File: src/rtl/unit2_pkg.sv
// unit2_pkg: shared display widths, blank/glyph codes and the hex digit table.
package unit2_pkg;
  localparam int SEG_W = 8;
  localparam int OPW = 4;
  localparam logic [SEG_W-1:0] SEG_BLANK = 8'hFF;
  localparam logic [SEG_W-1:0] SEG_L = 8'hC7;
  localparam logic [SEG_W-1:0] SEG_E = 8'h86;
  localparam logic [SEG_W-1:0] SEG_G = 8'hC2;
  localparam logic [SEG_W-1:0] SEG_DIGIT [16] = '{
    8'hC0, 8'hF9, 8'hA4, 8'hB0, 8'h99, 8'h92, 8'h82, 8'hF8,
    8'h80, 8'h90, 8'h88, 8'h83, 8'hC6, 8'hA1, 8'h86, 8'h8E
  };
endpackage

File: src/rtl/hex_to_7seg.sv
// hex_to_7seg: combinational 4-bit value to active-low {dp,g..a} segment pattern.
module hex_to_7seg
  import unit2_pkg::*;
(
  input  logic [OPW-1:0]   i_val,
  output logic [SEG_W-1:0] o_seg
);
  assign o_seg = SEG_DIGIT[i_val];
endmodule

File: src/rtl/unit2_compare_display.sv
// unit2_compare_display: unsigned compare of SW[7:4] vs SW[3:0], shown on HEX5/HEX3/HEX1 and LEDR[2:0].
// UNIT2_GT_GLYPH_EN: when defined, HEX3 shows 'G' for A>B instead of blank.
module unit2_compare_display
  import unit2_pkg::*;
(
  input  logic             clk,
  input  logic             rst,
  input  logic [9:0]       SW,
  output logic [9:0]       LEDR,
  output logic [SEG_W-1:0] HEX0,
  output logic [SEG_W-1:0] HEX1,
  output logic [SEG_W-1:0] HEX2,
  output logic [SEG_W-1:0] HEX3,
  output logic [SEG_W-1:0] HEX4,
  output logic [SEG_W-1:0] HEX5
);
  logic [OPW-1:0]   w_a, w_b;
  logic [SEG_W-1:0] w_seg_a, w_seg_b, w_glyph, w_gt_glyph;
  logic             w_lt, w_eq, w_gt, w_unused;
  logic [SEG_W-1:0] r_hex1, r_hex3, r_hex5;
  logic [2:0]       r_flags;
  assign w_a = SW[7:4];
  assign w_b = SW[3:0];
  assign w_unused = ^SW[9:8];
  assign w_lt = w_a < w_b;
  assign w_eq = w_a == w_b;
  assign w_gt = w_a > w_b;
`ifdef UNIT2_GT_GLYPH_EN
  assign w_gt_glyph = SEG_G;
`else
  assign w_gt_glyph = SEG_BLANK;
`endif
  assign w_glyph = w_lt ? SEG_L : w_eq ? SEG_E : w_gt_glyph;
  hex_to_7seg u_dec_a (.i_val(w_a), .o_seg(w_seg_a));
  hex_to_7seg u_dec_b (.i_val(w_b), .o_seg(w_seg_b));
  always_ff @(posedge clk or posedge rst) begin
    if (rst) begin
      r_hex1  <= SEG_BLANK;
      r_hex3  <= SEG_BLANK;
      r_hex5  <= SEG_BLANK;
      r_flags <= '0;
    end else begin
      r_hex1  <= w_seg_b;
      r_hex3  <= w_glyph;
      r_hex5  <= w_seg_a;
      r_flags <= {w_gt, w_eq, w_lt};
    end
  end
  assign HEX0 = SEG_BLANK;
  assign HEX2 = SEG_BLANK;
  assign HEX4 = SEG_BLANK;
  assign HEX1 = r_hex1;
  assign HEX3 = r_hex3;
  assign HEX5 = r_hex5;
  assign LEDR = {7'b0, r_flags};
endmodule

File: config.mk
export PLATFORM = sky130hd
export DESIGN_NAME = unit2_compare_display
export DESIGN_NICKNAME = d
export VERILOG_FILES = /design/src/rtl/unit2_pkg.sv /design/src/rtl/hex_to_7seg.sv /design/src/rtl/unit2_compare_display.sv
export SDC_FILE = /design/constraint.sdc
export NUM_CORES = 1
export LEC_CHECK = 0
export BUFFER_PORTS_ARGS = -buffer_cell sky130_fd_sc_hd__buf_2
export CORE_ASPECT_RATIO = 1.75
export CORE_MARGIN = 4
export CORE_UTILIZATION = 51
export CTS_BUF_LIST = sky130_fd_sc_hd__clkbuf_4 sky130_fd_sc_hd__clkbuf_8
export DETAILED_ROUTE_END_ITERATION = 8
export PLACE_DENSITY = 0.95
export SLEW_MARGIN = 20
export SYNTH_ARGS = -nofsm -noshare
export SYNTH_HDL_FRONTEND = slang
export SYNTH_SLANG_ARGS = --single-unit
File: constraint.sdc
create_clock -name clk -period 1.68 [get_ports clk]
set_clock_uncertainty 0.05 [all_clocks]
set_input_delay 0.336 -clock clk [delete_from_list [all_inputs] [get_ports clk]]
set_output_delay 0.336 -clock clk [all_outputs]
set_load 0.01 [all_outputs]
==> results of run 1 <==
-- final timing paths --
kind                               to   from  cells past startpoint  slack (ps)
min                        r_flags[0]    rst                      2         120
min in group clk              HEX1[4]  SW[2]                      2         290
max in group asynchronous  r_flags[1]    rst                      2        1050
max                           HEX5[0]  SW[5]                      6         380
-- layout make-up --
type	count	share of cell area, %
Multi-Input combinational cell	98	46.7
Clock buffer	4	3.30
Sequential cell	19	33.5
Timing Repair Buffer	33	11.5
Tap cell	27	2.29
Inverter	9	2.62
-- stage by stage --
step,cells,utilization [%]
global route,190,54.9
global placement,186,53.1
detailed placement,186,53.1
finish,190,54.9
CTS,190,54.9
floorplan,168,-
-- cells in the final DEF (no fill, tap or decap), types with 4 or more instances in the layout --
cell type  count
nor2_1         6
conb_1        36
buf_2         31
nand2_1        4
mux2i_1        7
inv_1          7
dfstp_2       16
ha_1          16
-- metal layers --
metal | wire, um | vias to the layer above
li1 | - | 427
met1 | 697 | 422
met2 | 1260 | 54
met3 | 237 | 2
met4 | 29 | 0
met5 | 0 | -
-- sequential cells by signal (all words and copies together), names as in the netlist --
register,cells
HEX5,7
HEX1,7
r_flags,3
HEX3,2
-- cell families (layout without fill, tap and decap cells) --
kind of cell	Yosys count	in the layout	synth area share, %
adders and majority gates	16	16	14.1
and+or+nand+nor	18	18	6.44
DFF	19	19	35.0
AOI/OAI and AO/OA	17	17	8.65
muxes	11	11	9.97
buffers and inverters	51	46	25.3
other	2	36	0.530
-- power groups by stage --
stage / Combinational, mW / Clock, mW / Sequential [mW]
2_1_floorplan: 0.233 / 0 / 0.567
3_3_place_gp: 0.265 / 0 / 0.538
3_5_place_dp: 0.275 / 0 / 0.540
4_1_cts: 0.276 / 0.320 / 0.533
5_1_grt: 0.311 / 0.342 / 0.537
6_report: 0.277 / 0.314 / 0.532
==> impl_metrics.tcl, run 1 <==
set metrics [dict create \
    result_of_the_run "completed" \
    comb_power_share_pct 24.6 \
    yosys_warnings 0 \
    switching_power_mw 0.314 \
    cp_cell_sequence "buf_2 > inv_1 > ha_1 > nor2b_1 > or3b_1 > o21ai_1" \
    grt_remaining_overflow 0 \
    synth_common_cells "buf_4 (39), dfstp_2 (16), ha_1 (16), inv_1 (7), mux2i_1 (7)" \
    hold_viol_final 0 \
    vias 905 \
    crit_path_top_delay_cell "or3b_1" \
    initial_antenna_violation_count 0 \
    sequential_cell_area_um2 495 \
    report.power.total_mw 1.12 \
    syn2layout_area_growth_pct 4.24 \
    crit_path_start_kind "input pin" \
    cts_max_path_buffers 2 \
    final_layout_size_suffix_gt1_share_pct 36.8 \
    floorplan.core_area_mm2 0.00269 \
    vert_die_dim_um 77.7 \
    start_util_pct 52.7 \
    grt_setup_unrepaired "false" \
    multi_input_comb_area_um2 691 \
    fin_worst_hold_slack_ps 120 \
    flip_flop_and_latch_count_after_synthesis 19 \
    seq_power_share_pct 47.4 \
    critical-path-max-stage-delay_ps 370 \
    routedWlPerCell_um 11.7 \
    nets 192 \
    postSynthCellCount 134 \
    drt-total-wl_um 2230 \
    fin_crit_sh_pct 77.2 \
    grt_pass1_wl_um 3420 \
    antenna_left 0 \
    timing.critical_path.arrival_ps 1420 \
    p_sw_share_pct 27.9 \
    post_cts_resized 0 \
    power_density_mw_per_mm2 760 \
    grt.met1_usage_pct 10.4 \
    internal-power_mw 0.809 \
    yosysSeqAreaShare_pct 35.0 \
    critical_path_class "in -> reg" \
    grt_util_met3_pct 0.928 \
    min-delay-path-class "in -> async" \
    p_leak_nw 0.800 \
    finalWeightedCongestion 0.773 \
    drtIter0Drc 9 \
    post-synth-top-area-fraction_pct 29.7 \
    max_slew.worst_pin.slew_ps 644 \
    worstPathRequired_ps 1800 \
    fillers 240 \
    grt_pass1_vias 835 \
    dp_worst_setup_slack_ps 123 \
    clock-root-buffer "clkbuf_8" \
    die_area_mm2 0.00372 \
    critPathMaxFanout 6 \
    detail_route.drc_violations 0 \
    drt-pass1-iter-count 4 \
    detailed_place.area_mm2 0.00143 \
    placement.io_buffers 31 \
    cts_sinks 19 \
    fin_area_mm2 0.00148 \
    grt_max_degree 20 \
    gr-max-usage-layer "met2" \
    cts.clk_slew.worst_paths_ps 60 \
    cp-end-kind "flop" \
    worst_path_dominant_cell_family "simple AND/OR/NAND/NOR gates" \
    grt_use_met2_pct 24.9 \
    io-pin-count 70 \
    finalMaxSlewViolations 0 \
    synth-edff-count 0 \
    cp_num_buf_inv 2 \
    pwr-share-clk_pct 28.0 \
    hold_buffers 0 \
    async_flop_share_pct 100 \
    setup_violations 0 \
    postSynthAreaPerCell_um2 10.6 \
    post_synth_num_cell_types 35 \
    yosys.cell_count.top_type "buf_4" \
    numCtsBuffers 3 \
    synth.cell_area_mm2 0.00142 \
    vdd.ir_drop.worst_mv 0.338 \
    post-synth-top-area-cell "dfstp_2" \
    insertedDiodeCount 0 \
    period_needed_ps 1300 \
    floorplan.rows 25 \
    die_width_um 47.9 \
    finalSetupTns_ps 0 \
    post-cts-setup-buffer-count 0 \
    place_hpwl_um 1890 \
    post_synth_main_area_contributors "dfstp_2 (30%), buf_4 (21%), ha_1 (14%)" \
    h-tree-depth 1 \
    timing.max_slew.rel_slack_pct 57.0 \
    achievable_clock_frequency_ghz 0.771 \
    clock_tree_from_tritoncts "yes" \
    worst_slack_ps 383 \
    ys.flop_type "dfstp_2" \
    track_usage_pct 12.2 \
    drt_via_density 4.76 \
    max_cap_viol_count 0 \
]
Note: power is estimated with default switching activity, not from simulation.
==> run 2: changes to the inputs <==
--- a/config.mk
+++ b/config.mk
@@ -5,13 +5,14 @@
 export SDC_FILE = /design/constraint.sdc
 export NUM_CORES = 1
 export LEC_CHECK = 0
+export ABC_AREA = 1
 export BUFFER_PORTS_ARGS = -buffer_cell sky130_fd_sc_hd__buf_2
 export CORE_ASPECT_RATIO = 1.75
 export CORE_MARGIN = 4
-export CORE_UTILIZATION = 51
+export CORE_UTILIZATION = 43
 export CTS_BUF_LIST = sky130_fd_sc_hd__clkbuf_4 sky130_fd_sc_hd__clkbuf_8
 export DETAILED_ROUTE_END_ITERATION = 8
-export PLACE_DENSITY = 0.95
+export PLACE_DENSITY = 0.89
 export SLEW_MARGIN = 20
 export SYNTH_ARGS = -nofsm -noshare
 export SYNTH_HDL_FRONTEND = slang
==> constraint.sdc (replaced) <==
create_clock -name clk -period 1.1 [get_ports clk]
set_clock_uncertainty 0.05 [all_clocks]
set_input_delay 0.22 -clock clk [delete_from_list [all_inputs] [get_ports clk]]
set_output_delay 0.22 -clock clk [all_outputs]
set_load 0.01 [all_outputs]
==> run 2 against run 1 <==
Compared with the run above: synthesized cell count increased by 22%; die area increased by 15%; sequential cell count unchanged; critical path type is now reg -> out; design area increased by 14%; final cell count increased by 29%; the flow now finishes with violations (negative setup slack); clock power increased by 53%.
==> impl_metrics.tcl, run 2 <==
set metrics [dict create \
    result_of_the_run "finished with violations" \
    violations_in_the_final_reports "negative setup slack" \
    whs_path_depth 4 \
    post-synth-top-area-fraction_pct 29.9 \
    vias 1012 \
    synth_mux_area_share_pct 0 \
    synth_simple_gate_area_share_pct 12.4 \
    grt_pass1_wl_um 3620 \
    drt_via_density 4.11 \
    startpoint_of_the_worst_hold_path "SW[2]" \
    insertedDiodeCount 0 \
    start_util_pct 44.8 \
    mostFrequentLayoutCell "conb_1" \
    dp_worst_setup_slack_ps -65.9 \
    floorplan.rows 27 \
    flip_flop_and_latch_count_after_synthesis 19 \
    synth_top_family_by_area "buffers and inverters" \
    postSynthCellCount 163 \
    floorplan.core_area_mm2 0.00314 \
    min-delay-path-class "in -> reg" \
    yosys_warnings 0 \
    cp-end-kind "output pin" \
    report.power.total_mw 1.79 \
    timing.critical_path.arrival_ps 900 \
    setup_violations 19 \
    layout_common_cells "conb_1 (36), nand2_1 (32), buf_2 (17), dfstp_2 (16), ha_1 (15)" \
    power_density_mw_per_mm2 1070 \
    drt-total-wl_um 2250 \
    grt_setup_unrepaired "true" \
    postSynthAreaPerCell_um2 8.63 \
    fin_crit_sh_pct 106 \
    yosys.cell_count.top_type "buf_4" \
    cts.clk_slew.worst_paths_ps 60 \
    ys.flop_type "dfstp_2" \
    yosysSeqAreaShare_pct 35.2 \
    drt-pass1-iter-count 4 \
    io-pin-count 70 \
    clock_tree_from_tritoncts "yes" \
    h-tree-depth 1 \
    placement.io_buffers 31 \
    initial_antenna_violation_count 0 \
    utilization_pct 53.4 \
    post-synth-top-area-cell "dfstp_2" \
    switching_power_mw 0.502 \
    die_width_um 51.2 \
    comb_power_share_pct 27.4 \
    worstPathRequired_ps 830 \
    finalWeightedCongestion 0.800 \
    crit_path_start_kind "flop" \
    finalMaxSlewViolations 0 \
    worst_path_dominant_cell_family "flip-flops" \
    synth_compound_gate_area_share_pct 9.43 \
    vert_die_dim_um 83.7 \
    cp_num_buf_inv 1 \
    hold_viol_final 0 \
    grt_max_degree 20 \
    grt_remaining_overflow 0 \
    dp.cells 241 \
    yosys.area_share.xor_xnor_pct 0 \
    drtIter0Drc 6 \
    worst_slack_ps -67.5 \
    max_cap_viol_count 0 \
    syn2layout_area_growth_pct 19.3 \
    period_needed_ps 1170 \
    async_flop_share_pct 100 \
    synth.cell_area_mm2 0.00141 \
    internal-power_mw 1.29 \
    final_layout_size_suffix_gt1_share_pct 36.5 \
    seq_power_share_pct 45.8 \
    crit_path_top_delay_cell "dfstp_2" \
    post_synth_adder_cell_area_pct 14.2 \
    p_sw_share_pct 28.0 \
    grt_pass1_vias 902 \
    critical_path_class "reg -> out" \
    track_usage_pct 10.9 \
    critPathMaxFanout 3 \
    post_synth_main_area_contributors "dfstp_2 (30%), buf_4 (21%), ha_1 (14%)" \
    synth_common_cells "buf_4 (40), nand2_1 (32), dfstp_2 (16), ha_1 (16), inv_1 (14)" \
    cts_sinks 19 \
    synth-edff-count 0 \
    clock-root-buffer "clkbuf_8" \
    hold-path-endpoint "HEX1[2]" \
    p_leak_nw 0.912 \
    nets 232 \
    critical-path-max-stage-delay_ps 530 \
    detail_route.drc_violations 0 \
    cts_max_path_buffers 2 \
    place_hpwl_um 2010 \
    die_area_mm2 0.00429 \
    stdcell_count 246 \
    post_synth_num_cell_types 20 \
    routedWlPerCell_um 9.15 \
    vdd.ir_drop.worst_mv 0.372 \
    pwr-share-clk_pct 26.8 \
    achievable_clock_frequency_ghz 0.857 \
    cp_cell_sequence "buf_2" \
    numCtsBuffers 3 \
    antenna_left 0 \
]
[run 2: layer usage]
layer,global-route usage [%],part of all wire (%),up-vias
met5,0,0,-
met4,6.44,2.8,0
met1,10.6,34,443
met2,21.0,54,51
met3,0.537,9.2,5
li1,-,-,513
[run 2: kinds of logic (layout without fill, tap and decap cells)]
group / count (synthesis) / in the layout
other: 2 / 36
adder cells (fa/ha/maj): 16 / 16
buffers and inverters: 59 / 65
AND/OR/NAND/NOR: 43 / 43
flip-flops: 19 / 19
AO/OA/AOI/OAI: 24 / 24
[run 2: how the worst max path moves through the flow]
stage,slack [ps],cells past startpoint,to,from
after detailed placement,-70,6,HEX1[5],SW[1]
after global routing,-110,1,HEX3[5],HEX3[5]
after global placement,-50,8,r_flags[0],SW[1]
after floorplan,10,7,r_flags[2],SW[2]
after CTS,-80,1,HEX3[5],HEX3[5]
final,-70,1,HEX3[3],HEX3[5]
[run 2: area by class of cell]
class	count	area (um^2)
Timing Repair Buffer	45	350
Fill cell	297	1460
Tap cell	43	53.8
Inverter	16	65.1
Clock buffer	4	48.8
Sequential cell	19	495
Multi-Input combinational cell	119	664
[run 2: tightest hold or removal path: stages]
cell and delay (ps):
buf_2 110, inv_4 50, nand2_1 70, a21oi_1 60
[run 2: what timing repair did]
action | in CTS | in global routing
setup buffers | 0 | 0
setup endpoints to repair | 19 | 19
resized for setup | 14 | 0
hold buffers | 1 | 0
endpoints found under the hold margin | 3 | 0
[run 2: metrics by stage]
stage / setup TNS [ps] / instance area [um^2] / hold slack, ps
3_3_place_gp: -264 / 1530 / 183
6_report: -816 / 1680 / 228
5_1_grt: -1360 / 1680 / 247
3_5_place_dp: -407 / 1530 / 192
4_1_cts: -977 / 1680 / 223
2_1_floorplan: 0 / 1560 / 109
[run 2: power by group through the flow]
stage / Clock (mW) / Sequential [mW] / Combinational, mW
floorplan: 0 / 0.861 / 0.358
global placement: 0 / 0.819 / 0.429
detailed placement: 0 / 0.821 / 0.440
CTS: 0.494 / 0.822 / 0.494
global route: 0.521 / 0.831 / 0.547
finish: 0.480 / 0.821 / 0.491
